`src/rtl/sdivmod_pkg.sv`:
```
// Shared divider-family definitions: FSM state encodings and result flag bit positions.
package sdivmod_pkg;

   typedef enum logic [1:0] {
      ST_IDLE = 2'd0,
      ST_CALC = 2'd1,
      ST_FIX  = 2'd2,
      ST_DONE = 2'd3
   } state_t;

   localparam int FLAG_W   = 2;
   localparam int FLAG_DZ  = 0;
   localparam int FLAG_OVF = 1;

   function automatic logic [FLAG_W-1:0] mk_flags(input logic dz, input logic ovf);
      logic [FLAG_W-1:0] f;
      f = '0;
      f[FLAG_DZ]  = dz;
      f[FLAG_OVF] = ovf;
      return f;
   endfunction

endpackage

```
`src/rtl/sdivmod_step.sv`:
```
// One restoring shift-subtract step: shift the next dividend bit into the partial remainder
// and subtract the divisor when it fits.
module divmod_step #(
   parameter int WIDTH = 16
) (
   input  logic [WIDTH-1:0] i_rem,
   input  logic [WIDTH-1:0] i_dvs,
   input  logic             i_bit,
   output logic [WIDTH-1:0] o_rem,
   output logic             o_qbit
);

   logic [WIDTH:0] w_shift;
   logic [WIDTH:0] w_diff;

   assign w_shift = {i_rem, i_bit};
   assign w_diff  = w_shift - {1'b0, i_dvs};
   // Remainder is always below the divisor, so the MSB of the difference is a clean borrow.
   assign o_qbit  = ~w_diff[WIDTH];
   assign o_rem   = o_qbit ? w_diff[WIDTH-1:0] : w_shift[WIDTH-1:0];

endmodule

```
`src/rtl/sdivmod.sv`:
```
// Iterative signed/unsigned divider with remainder: one restoring step per cycle,
// sign fix-up afterwards, and a ready/valid handshake on both sides.
module sdivmod
   import sdivmod_pkg::*;
#(
   parameter int WIDTH = 16,
   parameter int TAG_W = 4
) (
   input  logic             clk,
   input  logic             rst_n,
   input  logic             in_valid,
   output logic             in_ready,
   input  logic             in_signed,
   input  logic [WIDTH-1:0] in_a,
   input  logic [WIDTH-1:0] in_b,
   input  logic [TAG_W-1:0] in_tag,
   output logic             out_valid,
   input  logic             out_ready,
   output logic [WIDTH-1:0] out_div,
   output logic [WIDTH-1:0] out_mod,
   output logic [TAG_W-1:0] out_tag,
   output logic             out_dz,
   output logic             out_ovf
);

   localparam int CNT_W = $clog2(WIDTH + 1);

   state_t             r_state,     w_state_nxt;
   logic [CNT_W-1:0]   r_cnt,       w_cnt_nxt;
   logic [WIDTH-1:0]   r_rem,       w_rem_nxt;
   logic [WIDTH-1:0]   r_quo,       w_quo_nxt;
   logic [WIDTH-1:0]   r_dvs,       w_dvs_nxt;
   logic               r_neg_q,     w_neg_q_nxt;
   logic               r_neg_r,     w_neg_r_nxt;
   logic               r_ovf_pend,  w_ovf_pend_nxt;
   logic               r_in_ready,  w_in_ready_nxt;
   logic               r_out_valid, w_out_valid_nxt;
   logic [WIDTH-1:0]   r_div,       w_div_nxt;
   logic [WIDTH-1:0]   r_mod,       w_mod_nxt;
   logic [TAG_W-1:0]   r_tag,       w_tag_nxt;
   logic [FLAG_W-1:0]  r_flags,     w_flags_nxt;

   logic [WIDTH-1:0]   w_abs_a;
   logic [WIDTH-1:0]   w_abs_b;
   logic [WIDTH-1:0]   w_min_neg;
   logic [WIDTH-1:0]   w_step_rem;
   logic               w_step_qbit;

   assign w_min_neg = {1'b1, {(WIDTH-1){1'b0}}};
   assign w_abs_a   = (in_signed && in_a[WIDTH-1]) ? (~in_a + 1'b1) : in_a;
   assign w_abs_b   = (in_signed && in_b[WIDTH-1]) ? (~in_b + 1'b1) : in_b;

   divmod_step #(.WIDTH(WIDTH)) u_step (
      .i_rem  (r_rem),
      .i_dvs  (r_dvs),
      .i_bit  (r_quo[WIDTH-1]),
      .o_rem  (w_step_rem),
      .o_qbit (w_step_qbit)
   );

   // Next-state and next-output logic for the whole datapath.
   always_comb begin
      w_state_nxt     = r_state;
      w_cnt_nxt       = r_cnt;
      w_rem_nxt       = r_rem;
      w_quo_nxt       = r_quo;
      w_dvs_nxt       = r_dvs;
      w_neg_q_nxt     = r_neg_q;
      w_neg_r_nxt     = r_neg_r;
      w_ovf_pend_nxt  = r_ovf_pend;
      w_out_valid_nxt = r_out_valid;
      w_div_nxt       = r_div;
      w_mod_nxt       = r_mod;
      w_tag_nxt       = r_tag;
      w_flags_nxt     = r_flags;
      case (r_state)
         ST_IDLE: begin
            if (in_valid) begin
               w_tag_nxt = in_tag;
               if (in_b == '0) begin
                  w_state_nxt     = ST_DONE;
                  w_div_nxt       = '1;
                  w_mod_nxt       = in_a;
                  w_flags_nxt     = mk_flags(1'b1, 1'b0);
                  w_out_valid_nxt = 1'b1;
               end else begin
                  w_state_nxt    = ST_CALC;
                  w_cnt_nxt      = '0;
                  w_rem_nxt      = '0;
                  w_quo_nxt      = w_abs_a;
                  w_dvs_nxt      = w_abs_b;
                  w_neg_q_nxt    = in_signed & (in_a[WIDTH-1] ^ in_b[WIDTH-1]);
                  w_neg_r_nxt    = in_signed & in_a[WIDTH-1];
                  w_ovf_pend_nxt = in_signed && (in_a == w_min_neg) && (in_b == '1);
               end
            end else begin
               w_state_nxt = ST_IDLE;
            end
         end
         ST_CALC: begin
            w_rem_nxt = w_step_rem;
            w_quo_nxt = {r_quo[WIDTH-2:0], w_step_qbit};
            w_cnt_nxt = r_cnt + 1'b1;
            if (r_cnt == CNT_W'(WIDTH - 1)) begin
               w_state_nxt = ST_FIX;
            end else begin
               w_state_nxt = ST_CALC;
            end
         end
         ST_FIX: begin
            // Truncation toward zero: remainder follows the dividend sign.
            w_div_nxt       = r_neg_q ? (~r_quo + 1'b1) : r_quo;
            w_mod_nxt       = r_neg_r ? (~r_rem + 1'b1) : r_rem;
            w_flags_nxt     = mk_flags(1'b0, r_ovf_pend);
            w_out_valid_nxt = 1'b1;
            w_state_nxt     = ST_DONE;
         end
         ST_DONE: begin
            if (out_ready) begin
               w_state_nxt     = ST_IDLE;
               w_out_valid_nxt = 1'b0;
               w_flags_nxt     = '0;
               w_cnt_nxt       = '0;
            end else begin
               w_state_nxt = ST_DONE;
            end
         end
         default: begin
            w_state_nxt     = ST_IDLE;
            w_out_valid_nxt = 1'b0;
            w_flags_nxt     = '0;
         end
      endcase
      w_in_ready_nxt = (w_state_nxt == ST_IDLE);
   end

   // All state and output registers.
   always_ff @(posedge clk or negedge rst_n) begin
      if (!rst_n) begin
         r_state     <= ST_IDLE;
         r_cnt       <= '0;
         r_rem       <= '0;
         r_quo       <= '0;
         r_dvs       <= '0;
         r_neg_q     <= 1'b0;
         r_neg_r     <= 1'b0;
         r_ovf_pend  <= 1'b0;
         r_in_ready  <= 1'b1;
         r_out_valid <= 1'b0;
         r_div       <= '0;
         r_mod       <= '0;
         r_tag       <= '0;
         r_flags     <= '0;
      end else begin
         r_state     <= w_state_nxt;
         r_cnt       <= w_cnt_nxt;
         r_rem       <= w_rem_nxt;
         r_quo       <= w_quo_nxt;
         r_dvs       <= w_dvs_nxt;
         r_neg_q     <= w_neg_q_nxt;
         r_neg_r     <= w_neg_r_nxt;
         r_ovf_pend  <= w_ovf_pend_nxt;
         r_in_ready  <= w_in_ready_nxt;
         r_out_valid <= w_out_valid_nxt;
         r_div       <= w_div_nxt;
         r_mod       <= w_mod_nxt;
         r_tag       <= w_tag_nxt;
         r_flags     <= w_flags_nxt;
      end
   end

   assign in_ready  = r_in_ready;
   assign out_valid = r_out_valid;
   assign out_div   = r_div;
   assign out_mod   = r_mod;
   assign out_tag   = r_tag;
   assign out_dz    = r_flags[FLAG_DZ];
   assign out_ovf   = r_flags[FLAG_OVF];

endmodule

```
`config.mk`:
```
export PLATFORM = sky130hd
export DESIGN_NAME = sdivmod
export DESIGN_NICKNAME = d
export VERILOG_FILES = /design/src/rtl/sdivmod_pkg.sv /design/src/rtl/sdivmod_step.sv /design/src/rtl/sdivmod.sv
export SDC_FILE = /design/constraint.sdc
export NUM_CORES = 1
export LEC_CHECK = 0
export ABC_AREA = 1
export CORE_MARGIN = 3
export CORE_UTILIZATION = 35
export DETAILED_ROUTE_END_ITERATION = 16
export DONT_BUFFER_PORTS = 1
export PLACE_DENSITY = 0.53
export SLEW_MARGIN = 5
export SYNTH_ARGS = -nofsm -noshare
export SYNTH_HDL_FRONTEND = slang
export SYNTH_SLANG_ARGS = --single-unit
```
`constraint.sdc`:
```
create_clock -name clk -period 2.9 [get_ports clk]
set_clock_uncertainty 0.05 [all_clocks]
set_input_delay 0.87 -clock clk [delete_from_list [all_inputs] [get_ports clk]]
set_output_delay 0.87 -clock clk [all_outputs]
set_load 0.005 [all_outputs]
```
* Word-level counts from Yosys, hierarchy flattened
Cells that the tools add are included.
** Operators by class
- Muxes and demuxes :: 34
- Bitwise logic cells :: 9
- Equality and inequality tests :: 10
- Reductions and logical operators :: 17
- Add/sub/neg operators :: 6
** Operator list (number)
- $mux W16 :: 13
- $pmux W16 S2 :: 4
- $add A16 B1 Y16 const B :: 4
- $not A16 Y16 :: 4
- $eq A16 B16 Y1 const B :: 2
- $sub A17 B16 Y17 :: 1
- $logic_not A16 Y1 :: 1
- $mux W5 :: 3
- $pmux W5 S3 :: 1
- $mux W2 :: 7
- $reduce_and A3 Y1 :: 3
- $ne A2 B2 Y1 const B :: 4
- $pmux W2 S4 :: 1
- $reduce_and A4 Y1 :: 2
- $pmux W2 S3 :: 1
- $reduce_bool A3 Y1 :: 2
- $add A5 B1 Y5 const B :: 1
- $eq A5 B4 Y1 const B :: 1
- $eq A2 B2 Y1 const B :: 2
- $logic_and A1 B1 Y1 :: 4
- $logic_not A2 Y1 :: 2
- $reduce_bool A2 Y1 :: 2
- $mux W1 :: 3
- $pmux W1 S3 :: 1
- 5 further kinds :: 7
** Storage, ports and cells
- Output and inout port bits :: 40
- Bits in registers :: 98
- Input port bits :: 41
- Word-level logic and storage cells :: 90

* Longest topological paths before layout
Gate-level depths: netlist of the first run.
- Word-level depth :: 6
- Mapped depth :: 16
- Depth with buffers taken out :: 15

* By module
Synthesis of the first run repeated with hierarchy kept, for this count alone.
** Unflattened totals
- Cell total of the unflattened synthesis :: 1158
- Area total of the unflattened synthesis :: 7459.7 µm²
** By module, submodules not included
- sdivmod :: sequential area each 2453.6 µm², cells each 876, times used 1, area an instance 6009.5 µm²
- divmod_step :: sequential area each 0.0 µm², cells each 282, times used 1, area an instance 1450.1 µm²

* Worst setup path after synthesis of the first run
Ideal clock, no wire load.
- Kind :: input to register
- Start :: input in_b[0]
- End :: register r_mod[15], in the netlist out_mod[15]
- Required time :: 2.785 ns
- Slack :: 0.759 ns
- Buffers on the path :: 1
- Arrival :: 2.026 ns
- Library setup time :: 0.065 ns
- Stages :: 11
- Path through :: inv_1 ha_1 nand3_1 nor2_2 nand3_2 nand2_2 nand2_4 buf_2 a21oi_1 nand2_1 nand2_1
** Between the ends
- Cells in the longest elaborated chain, start to end :: 3
** RTL lines
- start: declaration :: line sdivmod.sv:15 : input logic [WIDTH-1:0] in_b,
- $logic_not A16 Y1 :: line sdivmod.sv:80 : if (in_b == '0) begin
- $ne A2 B2 Y1 (no source line)
- $reduce_and A3 Y1 (no source line)
- end signal: assignment :: line sdivmod.sv:166 : r_mod <= w_mod_nxt;
- end: declaration :: line sdivmod.sv:39 : logic [WIDTH-1:0] r_mod, w_mod_nxt;
No other way between the ends.
A chain may end at the register's enable or synchronous reset.

* Worst setup path in the final report of the first run
- Start :: register r_quo[15]
- End :: register r_quo[0]
** Between the ends
- Cells in the longest elaborated chain, start to end :: 3
** RTL lines
- start: declaration :: line sdivmod.sv:31 : logic [WIDTH-1:0] r_quo, w_quo_nxt;
- start signal: assignment :: line sdivmod.sv:158 : r_quo <= w_quo_nxt;
- $sub A17 B16 Y17 :: line sdivmod_step.sv:17 : assign w_diff = w_shift - {1'b0, i_dvs};
- $not A1 Y1 :: line sdivmod_step.sv:19 : assign o_qbit = ~w_diff[WIDTH];
- $pmux W16 S2 :: line sdivmod.sv:76 : case (r_state)
No other way between the ends.

==> results.toml, run 1 <==
[timing]
hold_violations = 0
fin_hold_ws_ps = 154
setup_viol = 0
drv_slew = 0
rsz0062_at_grt = "false"
setup_tns_ps = 0
tightest_slew_ps = 942
slew_headroom_pct = 37.0
fmax_ghz = 0.388
fin_crit_sh_pct = 88.8
finalCriticalPeriod_ps = 2580

[status]
status = "complete, no violations"

[drt]
viasPerCell = 4.91
first_pass_iters = 5
wl_per_cell_um = 15.1
postRouteAntennaNets = 0
drt-initial-drc-count = 492
via_count = 6543
drc = 0
drt_wl_total_mm = 20.1

[setup_path]
endpoint_kind = "flip-flop"
worstPathRequired_ps = 3120
cp_max_fo = 17
crit_type = "flip-flop to flip-flop"
cp-start-kind = "flip-flop"
cp.arrival_ps = 2790

[global_routing]
grt_max_degree = 99
grt_antenna_before_repair = 0
gr-usage-all-layers_pct = 18.5
grt_pass1_vias = 6318
grt_remaining_overflow = 0
grt_first_pass_wirelength_mm = 33.0

[die]
io_pins = 81
core_area_mm2 = 0.0198
die_area_mm2 = 0.0224
start_util_pct = 36.4
num_rows = 51
chipHeight_um = 150
die_w_um = 150

[clocking]
htreeDepth = 3
cts_hold_repair.buffers = 0
numCtsBuffers = 9
cts_root_buf = "clkbuf_16"
max-clock-path-buffers = 2
tritoncts = "yes"
insertion_delay_ps = 350
cts_num_sinks = 98
clk_pin_slew_ps = 80
post-cts-setup-buffer-count = 0
cts.repair.resized = 0

[yosys]
yosys_warnings = 0
synth_async_sr_flop_share_pct = 100
seq_area_frac_synth_pct = 34.0
synth.distinct_cells = 45
synth_edf_count = 0
avgSynthCellArea_um2 = 6.72
netlist_area_mm2 = 0.00722
ys_seq_elements = 98
synth_nets = 1139
synth-main-ff-cell = "dfrtp_1"
netlist_instances = 1074

[cells_and_area]
fill_cells = 2161
final_cell_area_mm2 = 0.00769
final_common_cell = "nand2_1"
layout.cells.non_filler = 1332
finalNetCount = 1127
final_cell_mix = "303 x nand2_1, 143 x inv_1, 125 x nand3_1, 109 x nor2_1, 97 x dfrtp_1"
diodes = 0
drive_gt1_share_pct = 7.69
area_delta_synth_final_pct = 6.59

[placed_design]
placed_cells = 1316
gp_congestion = 0.833
hpwlAfterDp_mm = 15.4
port-buffer-count = 0
placed_cell_area_mm2 = 0.00740

[pwr]
ir_drop_v = 0.000785
leakage_nw = 3.87
powerDensity_mw_per_mm2 = 1280

[job]
maxCapViolCount = 0

[worst_hold_path]
hold_class = "input port to async pin"
## cell usage after synthesis, types with 10 or more instances
cell | number | share of area (%)
a21oi_1 | 38 | 2.6
a31oi_1 | 11 | 0.95
clkbuf_1 | 10 | 0.52
dfrtp_1 | 97 | 34
ha_1 | 23 | 4.0
inv_1 | 143 | 7.4
nand2_1 | 303 | 16
nand2_2 | 18 | 1.6
nand3_1 | 125 | 8.7
nand4_1 | 13 | 1.1
nor2_1 | 110 | 5.7
o21ai_0 | 60 | 4.2
o21ai_1 | 10 | 0.69
xor2_1 | 20 | 2.4
## worst max-delay path: stages, from the launching register on
cell and delay [ps]:
dfrtp_1 440, inv_1 130, ha_1 230, fa_1 400
inv_1 120, nand2_1 70, nand2_2 70, nand3_1 90
nand2_2 150, nand2_4 80, nand2_4 90, nand2_8 110
nand2_8 160, nand2_1 110, a21boi_0 180
## flip-flops by register name, summed over array words and instances, names as in the netlist
name / count
r_neg_r: 1
out_div: 16
out_mod: 16
r_quo: 16
out_valid: 1
r_rem: 16
r_neg_q: 1
r_cnt: 5
r_dvs: 16
out_tag: 4
r_flags: 2
r_ovf_pend: 1
in_ready: 1
r_state: 2
## layout make-up
class | instances | area (um^2) | area share, %
well taps | 265 | 332 | 4.31
repair buffers | 8 | 60.1 | 0.781
clock buffers | 10 | 239 | 3.11
inverters | 155 | 584 | 7.60
flip-flops and latches | 98 | 2450 | 31.9
clock inverters | 6 | 56.3 | 0.732
multi-input cells | 790 | 3970 | 51.6
## path summary, 6_finish.rpt
kind	cells past startpoint	to	startpoint	slack, ps
worst max-delay path	14	r_quo[0]$_DFFE_PN0P_	r_quo[15]$_DFFE_PN0P_	320
worst min-delay path	0	out_div[15]$_DFFE_PN0P_	rst_n	150
worst max register to register	14	r_quo[0]$_DFFE_PN0P_	r_quo[15]$_DFFE_PN0P_	320
worst min register to register	2	r_cnt[4]$_DFFE_PN0P_	r_cnt[4]$_DFFE_PN0P_	440
max in group asynchronous	0	in_ready$_DFF_PN1_	rst_n	2410
min in group clk	2	r_cnt[4]$_DFFE_PN0P_	r_cnt[4]$_DFFE_PN0P_	440
## power breakdown
part           total [mW]  leakage [nW]  internal [mW]  switching (mW)
sequential           2.74          1.18           2.06           0.686
combinational        5.89          2.55           2.02            3.87
clock                1.21         0.143          0.625           0.583
## metrics by stage
| step | power, mW | worst slack, ps | utilization (%) |
|---|---|---|---|
| CTS | 9.93 | 305 | 38.8 |
| detailed placement | 8.67 | 121 | 37.3 |
| floorplan | 7.44 | 759 | - |
| global route | 11.0 | 120 | 38.8 |
| global placement | 8.63 | 180 | 37.3 |
| finish | 9.85 | 325 | 38.8 |
## kinds of logic after synthesis
family / count (synthesis) / synth area share (%)
simple gates: 606 / 37.2
xor+xnor: 25 / 3.03
buf+inv: 186 / 11.1
compound gates: 131 / 9.80
flops: 98 / 34.0
fa+ha+maj: 24 / 4.26
mux: 4 / 0.624
## layer usage
layer	vias to the layer above	global-route usage [%]	wire length, um	share of wire, %
met5	-	0	0	0
met4	0	5.08	307	1.5
met3	18	3.97	1300	6.5
met2	139	27.3	8400	42
met1	2977	27.3	10100	50
li1	3409	-	-	-
(Power assumes the default switching activity.)
==> run 2, diff against run 1 <==
CTS_BUF_LIST = sky130_fd_sc_hd__clkbuf_8   (was not set)
==> run 2 against run 1 <==
Cell count is the same. Register-to-register slack about the same. Count of clock-buffer cells in the layout did not move. Sequential cell count did not move. Power fell by 3.2%. Combinational power about the same. Sequential power is essentially flat. Core utilization decreased by 0.51 points. Clock power shrank 25%. Routed wire length up 0.13%. Final area fell by 1.3%. Non-clock buffer count is the same. Critical path type unchanged. Largest cell class unchanged. Highest routed layer unchanged.
==> results.toml, run 2 (synthesis results as in run 1) <==
[global_routing]
grt_antenna_before_repair = 0
grt_pass1_vias = 6297
grt_remaining_overflow = 0
grt_max_degree = 99
grt_first_pass_wirelength_mm = 32.9
gr-usage-all-layers_pct = 18.5

[clocking]
insertion_delay_ps = 390
max-clock-path-buffers = 2
numCtsBuffers = 9
clk_pin_slew_ps = 120
htreeDepth = 3
tritoncts = "yes"
cts_hold_repair.buffers = 0
post-cts-setup-buffer-count = 0
cts.repair.resized = 0
cts_root_buf = "clkbuf_8"
cts_num_sinks = 98

[die]
core_area_mm2 = 0.0198
chipHeight_um = 150
start_util_pct = 36.4
die_w_um = 150
io_pins = 81
die_area_mm2 = 0.0224
num_rows = 51

[timing]
rsz0062_at_grt = "false"
slew_headroom_pct = 38.6
setup_viol = 0
tightest_slew_ps = 917
setup_tns_ps = 0
setup_slack_ps = 317
drv_slew = 0
fmax_ghz = 0.387
fin_crit_sh_pct = 89.1
finalCriticalPeriod_ps = 2580
hold_violations = 0

[status]
status = "complete, no violations"

[pwr]
powerDensity_mw_per_mm2 = 1260
ir_drop_v = 0.000729
total_power_mw = 9.53
leakage_nw = 3.82

[drt]
viasPerCell = 4.93
postRouteAntennaNets = 0
first_pass_iters = 5
drc = 0
via_count = 6561
drt_wl_total_mm = 20.1
wl_per_cell_um = 15.1
drt-initial-drc-count = 494

[setup_path]
cp.arrival_ps = 2840
cp_max_fo = 17
crit_type = "flip-flop to flip-flop"
worstPathRequired_ps = 3150
endpoint_kind = "flip-flop"
cp-start-kind = "flip-flop"

[placed_design]
hpwlAfterDp_mm = 15.4
placed_cell_area_mm2 = 0.00740
gp_congestion = 0.833
port-buffer-count = 0
pre_cts_ws_ps = 121

[cells_and_area]
final_cell_area_mm2 = 0.00759
fin_util_pct = 38.3
final_common_cell = "nand2_1"
area_delta_synth_final_pct = 5.18
final_cell_mix = "303 x nand2_1, 143 x inv_1, 125 x nand3_1, 109 x nor2_1, 97 x dfrtp_1"
finalNetCount = 1127
diodes = 0
drive_gt1_share_pct = 7.69

[worst_hold_path]
hold_class = "input port to async pin"

[job]
maxCapViolCount = 0
==> run 2: where the power goes <==
group,internal (mW),leakage (nW),total [mW],switching [mW]
clock,0.354,0.0969,0.911,0.557
combinational,2.02,2.55,5.88,3.86
sequential,2.05,1.18,2.74,0.685
total,4.43,3.82,9.53,5.10
==> run 2: metrics by stage <==
step,std cells,hold WS [ps]
CTS,1332,81.3
floorplan,1074,403
global route,1332,70.8
detailed placement,1316,433
finish,1332,105
global placement,1316,427
==> run 2: metal layers <==
metal	track usage (%)	wire [um]	vias up
li1	-	-	3413
met1	27.4	10100	2985
met2	27.2	8410	146
met3	4.06	1290	17
met4	4.81	289	0
met5	0	0	-
==> run 2: cell type report <==
class | count | area, um^2
clock buffers | 10 | 138
clock inverters | 6 | 56.3
fillers | 2175 | 12300
inverters | 155 | 584
multi-input cells | 790 | 3970
flip-flops and latches | 98 | 2450
well taps | 265 | 332
repair buffers | 8 | 60.1
==> run 2: worst max-delay path, cell delays in order (launching register included) <==
cell      delay [ps]
dfrtp_1          460
inv_1            130
ha_1             230
fa_1             400
inv_1            120
nand2_1           70
nand2_2           70
nand3_1           90
nand2_2          150
nand2_4           80
nand2_4           90
nand2_8          110
nand2_8          160
nand2_1          100
a21boi_0         180
==> run 2: worst paths after layout <==
check                                 startpoint                       to  slack, ps  cells past startpoint
max                        r_quo[15]$_DFFE_PN0P_     r_quo[0]$_DFFE_PN0P_        320                     14
min                                        rst_n  out_div[15]$_DFFE_PN0P_        100                      0
max reg2reg                r_quo[15]$_DFFE_PN0P_     r_quo[0]$_DFFE_PN0P_        320                     14
min reg2reg                 r_cnt[4]$_DFFE_PN0P_     r_cnt[4]$_DFFE_PN0P_        440                      2
max in group asynchronous                  rst_n       in_ready$_DFF_PN1_       2470                      0
min in group clk            r_cnt[4]$_DFFE_PN0P_     r_cnt[4]$_DFFE_PN0P_        440                      2
